### src/rtl/ad9363_tx_pkg.sv
// Shared types and constants for the AD9363 transmit sample pacer.
// Sample word layout is {i0, q0, i1, q1}, MSB first.
package ad9363_tx_pkg;

  localparam int SAMPLE_W = 12;
  localparam int P_1R1T   = 2;
  localparam int P_2R2T   = 4;

  typedef enum logic [1:0] {
    IDLE,
    PRIME,
    RUN
  } state_t;

  typedef struct packed {
    logic [SAMPLE_W-1:0] i0;
    logic [SAMPLE_W-1:0] q0;
    logic [SAMPLE_W-1:0] i1;
    logic [SAMPLE_W-1:0] q1;
  } sample_word_t;

endpackage

### src/rtl/ad9363_tx_fifo.sv
// Single-clock sample FIFO: binary pointers with an extra wrap bit,
// occupancy count and a read-data register that updates only on pop.
module ad9363_tx_fifo
  import ad9363_tx_pkg::*;
#(
  parameter int DEPTH = 16,
  localparam int AW = $clog2(DEPTH)
) (
  input  logic         clk,
  input  logic         rst_n,
  input  logic         wr_en,
  input  sample_word_t wr_data,
  input  logic         rd_en,
  output sample_word_t rd_data,
  output logic         full,
  output logic         empty,
  output logic [AW:0]  count
);

  sample_word_t mem [DEPTH];
  logic [AW:0]  wptr;
  logic [AW:0]  rptr;
  logic         do_wr;
  logic         do_rd;

  assign count = wptr - rptr;
  assign full  = (count == (AW+1)'(DEPTH));
  assign empty = (wptr == rptr);
  assign do_wr = wr_en && !full;
  assign do_rd = rd_en && !empty;

  // Storage carries no reset; only the pointers define validity.
  always_ff @(posedge clk) begin
    if (do_wr) mem[wptr[AW-1:0]] <= wr_data;
  end

  always_ff @(posedge clk) begin
    if (!rst_n) begin
      wptr    <= '0;
      rptr    <= '0;
      rd_data <= '0;
    end else begin
      if (do_wr) wptr <= wptr + 1'b1;
      if (do_rd) begin
        rptr    <= rptr + 1'b1;
        rd_data <= mem[rptr[AW-1:0]];
      end
    end
  end

endmodule

### src/rtl/ad9363_tx_sample_pacer.sv
// Paces buffered IQ words onto the AD9363 TX serializer: one dac_valid strobe
// every 2 (1R1T) or 4 (2R2T) fb_clk cycles, zero-filling on underflow.
module ad9363_tx_sample_pacer
  import ad9363_tx_pkg::*;
#(
  parameter int FIFO_DEPTH  = 16,
  parameter int PRIME_LEVEL = 4,
  localparam int LW = $clog2(FIFO_DEPTH) + 1
) (
  input  logic                fb_clk,
  input  logic                rst_n,
  input  logic                mode_1r1t,
  input  logic                tx_enable,
  input  logic                s_valid,
  output logic                s_ready,
  input  logic [SAMPLE_W-1:0] s_data_i0,
  input  logic [SAMPLE_W-1:0] s_data_q0,
  input  logic [SAMPLE_W-1:0] s_data_i1,
  input  logic [SAMPLE_W-1:0] s_data_q1,
  output logic                dac_valid,
  output logic [SAMPLE_W-1:0] dac_data_i0,
  output logic [SAMPLE_W-1:0] dac_data_q0,
  output logic [SAMPLE_W-1:0] dac_data_i1,
  output logic [SAMPLE_W-1:0] dac_data_q1,
  output logic [LW-1:0]       fifo_level,
  output logic [15:0]         underflow_cnt,
  output logic                streaming
);

  state_t       state, state_nxt;
  logic         mode_q, mode_nxt;
  logic [1:0]   phase, phase_nxt;
  logic [1:0]   phase_last;
  logic         strobe;
  logic         push;
  logic         pop;
  logic         full;
  logic         empty;
  logic         zero_q;
  logic         primed;
  sample_word_t wr_word;
  sample_word_t rd_word;

  assign s_ready = rst_n && !full;
  assign push    = s_valid && s_ready;
  assign wr_word = {s_data_i0, s_data_q0, s_data_i1, s_data_q1};
  assign pop     = strobe && !empty;

  ad9363_tx_fifo #(.DEPTH(FIFO_DEPTH)) u_fifo (
    .clk     (fb_clk),
    .rst_n   (rst_n),
    .wr_en   (push),
    .wr_data (wr_word),
    .rd_en   (pop),
    .rd_data (rd_word),
    .full    (full),
    .empty   (empty),
    .count   (fifo_level)
  );

  assign primed     = (fifo_level >= LW'(PRIME_LEVEL));
  assign phase_last = mode_q ? 2'(P_1R1T - 1) : 2'(P_2R2T - 1);

  // Period boundaries sit at phase 0: that is where we pop/strobe or stop.
  always_comb begin
    state_nxt = state;
    mode_nxt  = mode_q;
    phase_nxt = phase;
    strobe    = 1'b0;
    case (state)
      IDLE: begin
        if (tx_enable) begin
          state_nxt = PRIME;
          mode_nxt  = mode_1r1t;
        end
      end
      PRIME: begin
        if (!tx_enable) begin
          state_nxt = IDLE;
        end else if (primed) begin
          state_nxt = RUN;
          phase_nxt = 2'd0;
        end
      end
      RUN: begin
        if (phase == 2'd0 && !tx_enable) begin
          state_nxt = IDLE;
          phase_nxt = 2'd0;
        end else begin
          strobe    = (phase == 2'd0);
          phase_nxt = (phase == phase_last) ? 2'd0 : phase + 2'd1;
        end
      end
      default: state_nxt = IDLE;
    endcase
  end

  always_ff @(posedge fb_clk) begin
    if (!rst_n) begin
      state         <= IDLE;
      mode_q        <= 1'b0;
      phase         <= 2'd0;
      dac_valid     <= 1'b0;
      zero_q        <= 1'b0;
      underflow_cnt <= '0;
    end else begin
      state     <= state_nxt;
      mode_q    <= mode_nxt;
      phase     <= phase_nxt;
      dac_valid <= strobe;
      if (strobe) zero_q <= empty;
      if (strobe && empty && underflow_cnt != 16'hFFFF)
        underflow_cnt <= underflow_cnt + 16'd1;
    end
  end

  // FIFO read register holds the last popped word; zero_q masks it after underflow.
  assign dac_data_i0 = zero_q ? '0 : rd_word.i0;
  assign dac_data_q0 = zero_q ? '0 : rd_word.q0;
  assign dac_data_i1 = zero_q ? '0 : rd_word.i1;
  assign dac_data_q1 = zero_q ? '0 : rd_word.q1;
  assign streaming   = (state == RUN);

endmodule

### config.mk
export PLATFORM = sky130hd
export DESIGN_NAME = ad9363_tx_sample_pacer
export DESIGN_NICKNAME = d
export VERILOG_FILES = /design/src/rtl/ad9363_tx_pkg.sv /design/src/rtl/ad9363_tx_fifo.sv /design/src/rtl/ad9363_tx_sample_pacer.sv
export SDC_FILE = /design/constraint.sdc
export NUM_CORES = 1
export LEC_CHECK = 0
export CAP_MARGIN = 40
export CORE_UTILIZATION = 50
export DETAILED_ROUTE_END_ITERATION = 6
export GPL_TIMING_DRIVEN = 0
export PLACE_DENSITY = 0.67
export SETUP_SLACK_MARGIN = 0.5
export SLEW_MARGIN = 40
export SYNTH_ARGS = -nofsm -noshare
export SYNTH_HDL_FRONTEND = slang
export SYNTH_HIERARCHICAL = 1
export SYNTH_SLANG_ARGS = --single-unit
### constraint.sdc
create_clock -name fb_clk -period 15.6 [get_ports fb_clk]
set_input_delay 1.56 -clock fb_clk [delete_from_list [all_inputs] [get_ports fb_clk]]
set_output_delay 1.56 -clock fb_clk [all_outputs]
set_load 0.005 [all_outputs]
== Word-level counts from Yosys, hierarchy flattened ==
Memories as Yosys holds them, arrays and structs flattened. A register that Yosys moved wholly into a read port is not among the register bits.
Cells that the tools add are included.
Word-level totals
  input bits: 53
  word-level logic and storage cells: 63
  ROM bits: 0
  output and inout bits: 72
  RAM bits: 768
  memories kept: 1
  bits in latches: 0
  bits in registers: 33
Operators by class
  muxes and demuxes: 19
  equal/unequal tests: 11
  shifts and indexed selects: 0
  reduce and logical (&&, ||, !) cells: 18
  $lt $le $gt $ge: 1
  multipliers: 0
  add/subtract/negate cells: 5
  bitwise operators: 0
  div/mod/pow operators: 0
Memory list
  u_fifo.mem: words 16, width 48, read ports 1, clocked after memory_dff 1, wr ports 1, RTL line ad9363_tx_fifo.sv:20  | sample_word_t mem [DEPTH];
Operators with widths (count)
  two-way mux 12 bit: 4
  two-way mux 2 bit: 9
  adder 16 x 1 -> 16 bit (second input constant): 1
  != test 16 bit (second input constant): 1
  adder 5 x 1 -> 5 bit (second input constant): 2
  logical AND 1 bit: 8
  != test 2 bit (second input constant): 3
  case mux 2 bit (3 select lines): 1
  AND reduction 3 bit: 2
  == test 5 bit: 1
  == test 5 bit (second input constant): 1
  >= comparator 5 x 3 -> 1 bit (second input constant): 1
  subtractor 5 bit: 1
  zero test 1 bit: 4
  zero test 2 bit: 2
  two-way mux 1 bit: 4
  case mux 2 bit (2 select lines): 1
  != test 3 bit (second input constant): 1
  adder 2 x 1 -> 2 bit (second input constant): 1
  == test 2 x 1 -> 1 bit (second input constant): 1
  == test 2 bit: 1
  == test 2 bit (second input constant): 1
  != test 2 x 1 -> 1 bit (second input constant): 1
  AND reduction 2 bit: 1
  nonzero test 2 bit: 1

== Longest topological paths before layout ==
Gate-level depths: netlist of the first run.
  word-level depth: 8
  mapped depth: 13
  depth with buffers taken out: 12

== By module ==
Netlist of the first run, hierarchy kept.
By module, submodules not included
  ad9363_tx_fifo: cells an instance 1378, area each 31026.0 µm², seq. area each 24223.2 µm², instances 1
  ad9363_tx_sample_pacer: cells an instance 188, area each 1485.2 µm², seq. area each 460.4 µm², instances 1

== Least setup slack after synthesis of the first run ==
OpenSTA, ideal clock, no wires.
  path kind: register to register
  start point: reg u_fifo.rptr[1]
  end point: mem u_fifo/mem[3][0] (netlist bit), enable pin
  setup slack: 9.151 ns
  data required time: 15.087 ns
  buffers on the path: 3
  period minus slack after synthesis: 6.449 ns
  data arrival time: 5.936 ns
  stages on the path, launching flop included: 13
  setup time: 0.513 ns
  cell sequence: dfxtp_1 buf_2 clkbuf_1 clkbuf_1 inv_1 ha_1 and3b_1 o21ai_0 a2111oi_4 nor2_1 and2_1 nand3b_1 nor3_1
Between the ends
  cells in the longest elaborated chain, start to end: 8
RTL lines
  start: declaration: RTL line ad9363_tx_fifo.sv:22  | logic [AW:0] rptr;
  start signal: assignment: RTL line ad9363_tx_fifo.sv:45  | rptr <= rptr + 1'b1;
  subtractor 5 bit: RTL line ad9363_tx_fifo.sv:26  | assign count = wptr - rptr;
  == test 5 bit: RTL line ad9363_tx_fifo.sv:27  | assign full = (count == (AW+1)'(DEPTH));
  named net full: RTL line ad9363_tx_sample_pacer.sv:37  | logic full;
  zero test 1 bit: RTL line ad9363_tx_sample_pacer.sv:44  | assign s_ready = rst_n && !full;
  logical AND 1 bit: RTL line ad9363_tx_sample_pacer.sv:44
  named net s_ready: RTL line ad9363_tx_sample_pacer.sv:15  | output logic s_ready,
  logical AND 1 bit: RTL line ad9363_tx_sample_pacer.sv:45  | assign push = s_valid && s_ready;
  named net push: RTL line ad9363_tx_sample_pacer.sv:35  | logic push;
  logical AND 1 bit: RTL line ad9363_tx_fifo.sv:29  | assign do_wr = wr_en && !full;
  two-way mux 1 bit: RTL line ad9363_tx_fifo.sv:34  | if (do_wr) mem[wptr[AW-1:0]] <= wr_data;
  two-way mux 1 bit (implied by the code): RTL line ad9363_tx_fifo.sv:34
  end: declaration: RTL line ad9363_tx_fifo.sv:20
The timed path passes the listed nets, and every way through them passes these cells.

== Worst setup path in the final report of the first run ==
  start point: reg u_fifo.rptr[1]
  end point: out s_ready
Between the ends
  cells in the longest elaborated chain, start to end: 4
RTL lines (RTL line)
  subtractor 5 bit: ad9363_tx_fifo.sv:26
  == test 5 bit: ad9363_tx_fifo.sv:27
  named net full: ad9363_tx_sample_pacer.sv:37
  zero test 1 bit: ad9363_tx_sample_pacer.sv:44
  logical AND 1 bit: ad9363_tx_sample_pacer.sv:44
  end: declaration: ad9363_tx_sample_pacer.sv:15
The timed path passes the listed nets, and every way through them passes these cells.

==> results of run 1 <==
[cells by family after synthesis]
family | after synthesis | share of synthesized area
flops | 849 | 0.759
xor+xnor | 6 | 0.00162
fa+ha+maj | 12 | 0.00485
mux | 245 | 0.149
compound gates | 197 | 0.0426
buf+inv | 98 | 0.0127
simple gates | 159 | 0.0296
[cell usage after synthesis (17+ instances only)]
cell type and number:
a22o_1 48, o21ai_0 58, dfxtp_1 81, buf_2 25
clkbuf_1 50, nor2b_1 54, mux4_2 192, mux2i_1 53
a22oi_1 48, nand2_1 18, a21oi_1 17, edfxtp_1 768
nor2_1 17
[final cells by class]
type                            instances  share of cell area
Timing Repair Buffer                  155              0.0449
Buffer                                 85             0.00991
Clock inverter                         27             0.00763
Inverter                               13             0.00128
Antenna cell                            1           0.0000658
Multi-Input combinational cell        619               0.197
Sequential cell                       849               0.649
Tap cell                              855              0.0281
Clock buffer                          122              0.0617
[worst paths after layout]
path,depth (start not counted),slack (ps),from,endpoint
max,10,9210,u_fifo/rptr[1]$_SDFFE_PN0P_,s_ready
min,1,470,u_fifo/rd_data[32]$_SDFFE_PN0P_,u_fifo/rd_data[32]$_SDFFE_PN0P_
max reg2reg,17,9800,u_fifo/rptr[1]$_SDFFE_PN0P_,u_fifo/mem[3][29]$_DFFE_PP_
min reg2reg,1,470,u_fifo/rd_data[32]$_SDFFE_PN0P_,u_fifo/rd_data[32]$_SDFFE_PN0P_
[cell usage in the layout, fill, tap and decap left out, drive strengths merged, types with 15 or more instances in the layout]
cell	synthesis	layout
buf	35	66
nor2b	55	55
o21ai	58	58
edfxtp	768	768
a22oi	48	48
clkbuf	50	172
dfxtp	81	81
a21oi	17	17
mux4	192	192
and3	15	15
mux2i	53	53
inv	12	16
clkdlybuf4s50	0	124
clkinv	1	19
nor2	17	17
nand2	18	18
a22o	48	48
[state kept, by name, indices dropped and copies added (netlist names)]
name and count:
dac_valid 1, mode_q 1, state 2, phase 2, underflow_cnt 16, u_fifo/mem 768, u_fifo/rptr 5, u_fifo/rd_data 48
u_fifo/wptr 5, zero_q 1
[power breakdown]
part           internal, W  leakage, nW  switching, W
combinational    0.0000267         3.28     0.0000519
clock              0.00113         1.29      0.000814
sequential         0.00249         7.57    0.00000320
[worst register-to-register path, stage by stage (launching register included)]
cell       delay, ps
dfxtp_1          330
buf_2            230
clkbuf_1         480
clkbuf_1         640
inv_1            300
ha_1             380
and3b_1          190
o21ai_0          350
a2111oi_4        190
nor2_1           160
and2_1           240
nand3b_1         310
nor3_2           510
buf_4            280
buf_2            260
buf_2            240
buf_2            230
buf_4            180
[routing by layer]
layer	up-vias	share of wire	global-route usage
met5	-	0.00030	0
met1	8756	0.41	0.302
met4	4	0.020	0.0656
met3	93	0.064	0.0385
li1	7007	-	-
met2	548	0.51	0.375
[through the flow]
step           area (µm²)  instances  utilization  power, W
3_5_place_dp        35400       2576        0.550   0.00262
2_1_floorplan       32500       1566            -   0.00257
4_1_cts             38000       2725        0.591   0.00455
6_report            38000       2726        0.591   0.00451
3_3_place_gp        34800       2545        0.541   0.00261
5_1_grt             38000       2726        0.591   0.00463
==> results.json, run 1 <==
{
  "outcome": "finished clean",
  "fin_hold_ws_ps": 472,
  "final_nets": 1871,
  "start_kind": "flip-flop",
  "cpPeakStageDelay_ps": 640,
  "ys_async_sr_fraction": 0,
  "rsz0062_at_grt": "false",
  "drt_iter0_drc": 1441,
  "routed_wirelength_mm": 72.7,
  "pre_cts_ws_ps": 9720,
  "post_cts_buffers": 0,
  "syn_area_um2": 32500,
  "place_congestion": 0.779,
  "clk_path_buf_depth": 3,
  "ys_warn_count": 6,
  "period_needed_ps": 6390,
  "synthFlopType": "edfxtp_1",
  "slew_viol_final": 0,
  "dp_hpwl_mm": 45.1,
  "hold_viol_final": 0,
  "power_density_nw_per_um2": 119,
  "wire_per_inst_um": 26.7,
  "via_per_inst": 6.02,
  "cts_resized": 0,
  "multi_input_area_um2": 7500,
  "drc": 0,
  "cts_hold_buffers": 0,
  "ys_seq_area_frac": 0.759,
  "root_buffer": "clkbuf_16",
  "io_pins": 125,
  "grt_first_pass_wirelength_mm": 108,
  "ys_ff_latch": 849,
  "area_growth_syn_to_layout_pct": 16.9,
  "min_path_type": "reg2reg",
  "p_leak_nw": 12.1,
  "drtAntennaViolNets": 0,
  "core_um2": 64300,
  "clkLatencyLatePin_ps": 630,
  "cts_sinks": 849,
  "setup_viol": 0,
  "avgSynthCellArea_um2": 20.8,
  "crit_family": "buffers and inverters",
  "cp.buffers_inverters": 5,
  "syn_inst": 1566,
  "vias": 16408,
  "synth_cell_types": 53,
  "fillerInstances": 4585,
  "cp.required_ps": 14040,
  "fp.dieW_um": 257,
  "tightest_slew_ps": 918,
  "h-tree-depth": 3,
  "numPortBuffers": 124,
  "grt_pass1_vias": 17044,
  "critPathSlowestCell": "clkbuf_1",
  "chipHeight_um": 257,
  "cp_common_cell": "clkbuf_1",
  "die_area_um2": 66000,
  "maxSlewHeadroom": 0.388,
  "cp_data_arrival_time_ps": 4830,
  "crit_fanout": 10,
  "path_cells": "buf_2 -> clkbuf_1 -> clkbuf_1 -> inv_1 -> fa_1 -> xor2_1 -> or3_1 -> a2111oi_4 -> nor2_1 -> clkdlybuf4s50_1",
  "endpoint_kind": "output pin",
  "grt_max_degree": 31,
  "vdd_drop_max_uv": 76.0,
  "synth_edf_count": 768,
  "criticalPathCategory": "reg2out",
  "ys_top_cells_by_area": "edfxtp_1 71%, mux4_2 13%, dfxtp_1 5.0%",
  "grt_overflow": 0,
  "fmax_mhz": 157,
  "drv_cap": 0,
  "dr.pass1.iters": 5,
  "antenna_found_initial": 3,
  "yosysTopAreaCell": "edfxtp_1",
  "fin_ws_ps": 9210,
  "drive_above_1_share": 0.212,
  "num_rows": 93,
  "cts_buffers": 83,
  "yosysTopAreaCellShare": 0.709,
  "regArea_um2": 24700,
  "path_clk_slew_ps": 60,
  "start_util": 0.505,
  "skew_ps": 19.8,
  "fin_crit_sh": 0.409,
  "cts_tree": "yes",
  "gr-usage-all-layers": 0.223,
  "setup_tns_ps": 0,
  "syn_nets": 1631
}
No activity file was read; power rests on OpenSTA's default activity.
==> run 2, diff against run 1 <==
--- a/config.mk
+++ b/config.mk
@@ -9,7 +9,7 @@
 export CORE_UTILIZATION = 50
 export DETAILED_ROUTE_END_ITERATION = 6
 export GPL_TIMING_DRIVEN = 0
-export PLACE_DENSITY = 0.67
+export PLACE_DENSITY = 0.7
 export SETUP_SLACK_MARGIN = 0.5
 export SLEW_MARGIN = 40
 export SYNTH_ARGS = -nofsm -noshare
==> constraint.sdc (replaced) <==
create_clock -name fb_clk -period 5.8 [get_ports fb_clk]
set_input_delay 0.58 -clock fb_clk [delete_from_list [all_inputs] [get_ports fb_clk]]
set_output_delay 0.58 -clock fb_clk [all_outputs]
set_load 0.005 [all_outputs]
==> run 2 against run 1 <==
Net effect:
- first-iteration DRC count up 29%
- largest cell class unchanged
- via count up 1.2%
- non-clock buffer count grew 4
- clock-buffer cell count is 5 lower
- critical path type unchanged
- critical path depth is the same
- sequential power rose to 2.7 times the previous value
- clock power grew to 2.8 times the previous value
==> results.json, run 2 (same netlist as run 1, synthesis figures left out) <==
{
  "chipHeight_um": 257,
  "num_antenna_cells": 0,
  "post_cts_buffers": 0,
  "cp.buffers_inverters": 5,
  "grt_overflow": 0,
  "area_growth_syn_to_layout_pct": 18.2,
  "drv_cap": 0,
  "hold_depth": 1,
  "fp.dieW_um": 257,
  "num_rows": 93,
  "root_buffer": "clkbuf_16",
  "final_cell_mix": "768 x edfxtp_1, 192 x mux4_2, 124 x clkdlybuf4s50_1",
  "cts_buffers": 85,
  "setup_viol": 0,
  "clkLatencyLatePin_ps": 630,
  "routed_wirelength_mm": 74.5,
  "core_um2": 64300,
  "vias": 16612,
  "cts_tree": "yes",
  "rsz0062_at_grt": "false",
  "min_to": "u_fifo/rd_data[13]$_SDFFE_PN0P_",
  "grt_pass1_vias": 16948,
  "fmax_mhz": 204,
  "vdd_drop_max_uv": 249,
  "power_density_nw_per_um2": 322,
  "drt_iter0_drc": 1866,
  "h-tree-depth": 3,
  "regArea_um2": 24700,
  "dp_hpwl_mm": 46.9,
  "cp_data_arrival_time_ps": 4310,
  "crit_family": "buffers and inverters",
  "reg2reg_from": "u_fifo/rptr[1]$_SDFFE_PN0P_",
  "dr.pass1.iters": 5,
  "rr_worst_depth": 15,
  "slew_viol_final": 0,
  "via_per_inst": 6.06,
  "cts_hold_buffers": 0,
  "antenna_found_initial": 3,
  "grt_max_degree": 30,
  "multi_input_area_um2": 7500,
  "min_from": "u_fifo/rd_data[13]$_SDFFE_PN0P_",
  "grt_first_pass_wirelength_mm": 110,
  "crit_fanout": 10,
  "drc": 0,
  "criticalPathCategory": "reg2out",
  "reg2reg_slack_ps": 1020,
  "cpPeakStageDelay_ps": 530,
  "cp.depth": 10,
  "die_area_um2": 66000,
  "cp_common_cell": "clkbuf_2",
  "start_kind": "flip-flop",
  "start_util": 0.505,
  "hold_viol_final": 0,
  "endpoint_kind": "output pin",
  "largest_reg_flops": 768,
  "dp_cells": 2580,
  "min_path_type": "reg2reg",
  "wire_per_inst_um": 27.2,
  "drive_above_1_share": 0.221,
  "outcome": "finished clean",
  "final_nets": 1877,
  "p_leak_nw": 12.3,
  "skew_ps": 23.9,
  "fillerInstances": 4505,
  "period_needed_ps": 4890,
  "reg2reg_to": "u_fifo/mem[1][32]$_DFFE_PP_",
  "clk_path_buf_depth": 3,
  "place_congestion": 0.770,
  "final_util": 0.597,
  "critPathSlowestCell": "a2111oi_4",
  "gr-usage-all-layers": 0.227,
  "numPortBuffers": 124,
  "cts_sinks": 849,
  "cp.required_ps": 5220,
  "stdcell_count": 2739,
  "maxSlewHeadroom": 0.419,
  "path_clk_slew_ps": 60,
  "tightest_slew_ps": 871,
  "path_cells": "buf_2 -> clkbuf_2 -> clkbuf_2 -> inv_1 -> fa_1 -> xor2_1 -> or3_1 -> a2111oi_4 -> nor2_1 -> clkdlybuf4s50_1",
  "io_pins": 125,
  "fin_crit_sh": 0.844,
  "mostFrequentLayoutCell": "edfxtp_1",
  "drtAntennaViolNets": 0
}
-- run 2: changes by cell type in the layout (fill, tap and decap cells not counted), moves of 2 or more --
cell	delta
clkinv_4	+2
buf_2	-4
clkinv_2	+5
clkinvlp_4	+3
clkbuf_8	+2
buf_16	+7
buf_6	+5
clkbuf_1	-8
buf_4	-6
bufinv_16	+3
buf_12	+5
buf_8	-3
clkinv_1	+3
-- run 2: timing repair --
item,CTS,global route
endpoints found under the hold margin,0,0
endpoints found under the setup margin,19,1
pin swaps,0,0
resized for setup,1,2
-- run 2: final cells by class --
class	count	area share
clock buffer	117	0.0616
buffer	85	0.00983
tap	855	0.0278
inverter	13	0.00127
sequential	849	0.642
clock inverter	42	0.0116
timing repair buffer	159	0.0506
multi-input combinational	619	0.195
-- run 2: how the worst max path moves through the flow --
stage / start / to / slack, ps
final: u_fifo/rptr[1]$_SDFFE_PN0P_ / s_ready / 910
after global routing: u_fifo/rptr[1]$_SDFFE_PN0P_ / s_ready / 730
after CTS: u_fifo/rptr[1]$_SDFFE_PN0P_ / s_ready / 610
after detailed placement: u_fifo/rptr[1]$_SDFFE_PN0P_ / u_fifo/mem[1][38]$_DFFE_PP_ / 510
after global placement: u_fifo/rptr[1]$_SDFFE_PN0P_ / u_fifo/mem[11][40]$_DFFE_PP_ / -3150
after floorplan: u_fifo/rptr[1]$_SDFFE_PN0P_ / u_fifo/mem[7][0]$_DFFE_PP_ / 520
-- run 2: stage by stage --
stage               setup slack [ps]  total power (W)  TNS, ps  instance area [µm²]  hold slack, ps
floorplan                        523          0.00690        0                32500             434
global placement               -3150          0.00703  -939630                34800             455
detailed placement               506          0.00705        0                35600             456
CTS                              615           0.0125        0                38400             473
global route                     733           0.0127        0                38400             489
finish                           907           0.0124        0                38400             471
-- run 2: metal layers --
layer	share of wire	vias to the layer above	wire length [µm]	GRT usage
met4	0.018	6	1300	0.0559
met1	0.41	8852	30500	0.314
met5	0.00046	-	34	0
li1	-	7029	-	-
met2	0.51	619	37700	0.381
met3	0.067	106	4970	0.0363
-- run 2: report_power, final --
part | switching (W) | total, W | internal [W]
clock | 0.00225 | 0.00548 | 0.00323
sequential | 0.00000876 | 0.00671 | 0.00670
combinational | 0.000141 | 0.000214 | 0.0000729
total | 0.00240 | 0.0124 | 0.0100
